==> src/rtl/mem_port_arbiter.sv <==
// Shares one unified memory port between instruction fetch and the memory stage.
// Data accesses win arbitration, but a bounded streak of data grants keeps fetch from starving.
module mem_port_arbiter #(
  parameter int unsigned ADDR_W        = 32,
  parameter int unsigned DATA_W        = 32,
  parameter int unsigned MAX_DM_STREAK = 4
) (
  input  logic              clk,
  input  logic              rst,
  input  logic              if_req,
  input  logic [ADDR_W-1:0] if_addr,
  output logic [DATA_W-1:0] if_rdata,
  output logic              if_done,
  input  logic              dm_req,
  input  logic              dm_we,
  input  logic [ADDR_W-1:0] dm_addr,
  input  logic [DATA_W-1:0] dm_wdata,
  output logic [DATA_W-1:0] dm_rdata,
  output logic              dm_done,
  output logic              mem_req,
  output logic              mem_we,
  output logic [ADDR_W-1:0] mem_addr,
  output logic [DATA_W-1:0] mem_wdata,
  input  logic [DATA_W-1:0] mem_rdata,
  input  logic              mem_ack,
  output logic              stall_if,
  output logic              stall_mem,
  output logic              owner
);

  localparam int unsigned         STREAK_W   = 4;
  localparam logic [STREAK_W-1:0] STREAK_MAX = STREAK_W'(MAX_DM_STREAK);

  typedef enum logic [1:0] {IDLE, IF_XFER, DM_XFER, RESP} stateT;

  stateT               state;
  logic [STREAK_W-1:0] streak;
  logic                dmWins;

  // Data wins unless fetch is waiting and has already been passed over too often.
  assign dmWins    = dm_req && !(if_req && (streak == STREAK_MAX));
  assign stall_if  = if_req & ~if_done;
  assign stall_mem = dm_req & ~dm_done;

  always_ff @(posedge clk) begin
    if (rst) begin
      state     <= IDLE;
      mem_req   <= 1'b0;
      mem_we    <= 1'b0;
      mem_addr  <= '0;
      mem_wdata <= '0;
      if_rdata  <= '0;
      dm_rdata  <= '0;
      if_done   <= 1'b0;
      dm_done   <= 1'b0;
      owner     <= 1'b0;
      streak    <= '0;
    end else begin
      if_done <= 1'b0;
      dm_done <= 1'b0;
      case (state)
        IDLE: begin
          if (dmWins) begin
            state     <= DM_XFER;
            mem_req   <= 1'b1;
            mem_we    <= dm_we;
            mem_addr  <= dm_addr;
            mem_wdata <= dm_wdata;
            owner     <= 1'b1;
            if (!if_req) begin
              streak <= '0;
            end else if (streak < STREAK_MAX) begin
              streak <= streak + STREAK_W'(1);
            end
          end else if (if_req) begin
            state    <= IF_XFER;
            mem_req  <= 1'b1;
            mem_we   <= 1'b0;
            mem_addr <= if_addr;
            owner    <= 1'b0;
            streak   <= '0;
          end
        end
        IF_XFER: begin
          if (mem_ack) begin
            if_rdata <= mem_rdata;
            if_done  <= 1'b1;
            mem_req  <= 1'b0;
            state    <= RESP;
          end
        end
        DM_XFER: begin
          // Stores capture too; the returned value is simply unused.
          if (mem_ack) begin
            dm_rdata <= mem_rdata;
            dm_done  <= 1'b1;
            mem_req  <= 1'b0;
            state    <= RESP;
          end
        end
        RESP: begin
          state <= IDLE;
        end
        default: begin
          state <= IDLE;
        end
      endcase
    end
  end

endmodule

==> config.mk <==
export PLATFORM = sky130hd
export DESIGN_NAME = mem_port_arbiter
export DESIGN_NICKNAME = d
export VERILOG_FILES = /design/src/rtl/mem_port_arbiter.sv
export SDC_FILE = /design/constraint.sdc
export NUM_CORES = 1
export LEC_CHECK = 0
export CAP_MARGIN = 20
export CORE_MARGIN = 1
export CORE_UTILIZATION = 30
export DETAILED_ROUTE_END_ITERATION = 10
export REMOVE_ABC_BUFFERS = 1
export SYNTH_ARGS = -nofsm -noshare
export SYNTH_HDL_FRONTEND = slang
export SYNTH_SLANG_ARGS = --single-unit
==> constraint.sdc <==
create_clock -name clk -period 2.6 [get_ports clk]
set_input_delay 0.65 -clock clk [delete_from_list [all_inputs] [get_ports clk]]
set_output_delay 0.65 -clock clk [all_outputs]
set_load 0.03 [all_outputs]
==> results_dict.tcl <==
set metrics [dict create \
    status "finished, final reports clean" \
    grt_use_total_pct 18.13 \
    gp_congestion 0.7545 \
    fin_setup_tns_ps 0 \
    syn_avg_cell_area_um2 8.088 \
    hold_class "register to register" \
    cts_tree "done" \
    grt_pass1_vias 5003 \
    fin_nets 1054 \
    grt_max_degree 95 \
    min_period_ps 2369 \
    post_dp_cell_area_mm2 0.008247 \
    syn_area_mm2 0.005386 \
    min_period_over_period_pct 91.12 \
    vdd_drop_max_mv 0.4393 \
    cts_buffers 17 \
    cp-start-kind "input port" \
    routed_wl_um 16940 \
    final_hold_viol_count 0 \
    drv_slew 0 \
    cts.sinks 139 \
    critical_path_class "input port to output pin" \
    dp_hpwl_um 11330 \
    vias_per_cell 4.620 \
    grt_pass1_wl_um 26030 \
    worstPathRequired_ps 1950 \
    initial_core_util_pct 30.93 \
    die_w_um 136.0 \
    synthToLayoutAreaGrowth_pct 64.23 \
    ys_seq_area_share_pct 51.66 \
    design.core.area_mm2 0.01742 \
    maxSlewHeadroom_pct 68.04 \
    worst_pin_slew_ps 479.4 \
    drt_iter0_drc 228 \
    leakage_uw 0.003200 \
    finClkSkew_ps 10.98 \
    nFillCells 1700 \
    vias 5318 \
    synthDistinctLibCells 34 \
    design_area_mm2 0.008846 \
    port_buffers 268 \
    cts_htree_levels 4 \
    ioPinCount 269 \
    max_freq_ghz 0.4221 \
    drc 0 \
    cts.clk_slew.worst_paths_ps 60 \
    worst_skew_pair.late_latency_ps 410 \
    diodes 0 \
    p_per_area_mw_per_mm2 946.7 \
    fp.dieH_um 136.0 \
    maxCapViolations 0 \
    clockRootBuffer "clkbuf_16" \
    antenna_left 0 \
    cp_max_fo 7 \
    setup_viol 0 \
    yosys_warnings 0 \
    antenna_found_initial 0 \
    post_cts_buffers 0 \
    syn_inst 666 \
    rsz0062_at_grt "false" \
    ys_ff_latch 139 \
    overflow 0 \
    die_area_mm2 0.01849 \
    clock_path_buffers 2 \
    worstSetupEndpointType "output pin" \
    avgRoutedWirePerCell_um 14.72 \
    std_cell_rows 48 \
    cts-resized-gates 0 \
    arrival_ps 1720 \
    drive_above_1_share_pct 7.775 \
    drtPass1Iterations 4 \
    cts_hold_buffers 0 \
]
==> final timing paths <==
kind | start | endpoint | slack, ps | cells after the start
hold / removal | owner | owner | 450 | 2
setup reg to reg | streak[0] | mem_addr[3] | 820 | 6
hold reg to reg | owner | owner | 450 | 2
setup / recovery | if_req | stall_if | 230 | 3
==> final cells by class <==
class,instances,area (um2),area share (%)
inverter,7,26.28,0.2970
clock inverter,14,160.2,1.810
tap,225,281.5,3.182
multi-input combinational,468,2316,26.18
clock buffer,18,439.2,4.965
sequential,139,2783,31.46
timing repair buffer,280,2840,32.11
==> Yosys cell counts (all sizes together) <==
cell     instances  area, um2
or3              1      6.260
o31ai            2      15.01
a22oi            1      7.510
a221oi           1      15.01
a21oi          132      698.2
nor2b            2      12.51
ha               7      87.58
nor4b            1      8.760
nor3             1      5.000
o21a             2      15.01
a31oi            2      12.51
nor3b            1      7.510
inv              7      26.28
o2111ai          1      8.760
nand2          231      867.1
and2             6      40.04
a22o             1      8.760
a211oi          32      290.3
nand4b           1      23.77
dfxtp          139       2783
mux2i            1      10.01
o22ai            1      6.260
nor2            38      142.6
nand3b           1      7.510
mux2             1      11.26
buf             30      178.9
o21ai            1      8.760
clkbuf          22      82.58
==> layer usage <==
layer / GRT usage (%) / vias up / routed length [um]
met1: 21.36 / 2425 / 7365
met4: 8.086 / 0 / 347
met5: 0 / - / 0
met3: 5.220 / 20 / 1199
li1: - / 2690 / -
met2: 30.44 / 183 / 8027
==> where the power goes <==
part	switching [uW]	internal (uW)
Combinational	1900	1330
Clock	982	1460
Sequential	192	2520
Total	3070	5310
==> stage by stage <==
step	hold slack, ps	utilization, %	setup slack (ps)	cells	power, uW
finish	450.7	50.79	230.8	1151	8374
global route	471.8	50.79	174.9	1151	8845
CTS	453.0	50.79	216.3	1151	8493
detailed placement	445.3	47.35	160.6	1119	6012
global placement	441.0	47.35	253.9	1119	5986
floorplan	463.0	-	686.0	614	4534
==> sequential cells by signal (all words and copies together) (netlist names) <==
signal     cells
owner          1
mem_req        1
streak         4
dm_rdata      32
if_rdata      32
state          2
mem_addr      32
mem_wdata     32
if_done        1
dm_done        1
mem_we         1
==> worst max-delay path, stage by stage <==
cell and delay [ps]:
clkdlybuf4s50_1 670, nor2b_1 210, buf_4 190
==> cells by family (layout without fill, tap and decap cells) <==
kind of cell	count (synthesis)	count (layout)	synth area share, %
muxes	2	2	0.3949
adders and majority gates	7	7	1.626
AOI/OAI and AO/OA	176	176	20.16
buffers and inverters	59	319	5.343
DFF	139	139	51.66
and+or+nand+nor	283	283	20.81
==> cells in the final DEF, fill, tap and decap left out, drive strengths merged <==
cell           netlist  final
nand4b               1      1
a211oi              32     32
nor2b                2      2
mux2i                1      1
clkinv               0      3
a221oi               1      1
nor4b                1      1
o22ai                1      1
ha                   7      7
clkinvlp             0      3
o31ai                2      2
nand3b               1      1
a22oi                1      1
nor3                 1      1
a21oi              132    132
nand2              231    231
buf                 30     15
clkdlybuf4s50        0    265
nor3b                1      1
dfxtp              139    139
a22o                 1      1
o2111ai              1      1
mux2                 1      1
bufinv               0      2
o21a                 2      2
clkbuf              22     18
a31oi                2      2
nor2                38     38
o21ai                1      1
and2                 6      6
inv                  7     13
or3                  1      1
No activity file was read; power rests on OpenSTA's default activity.
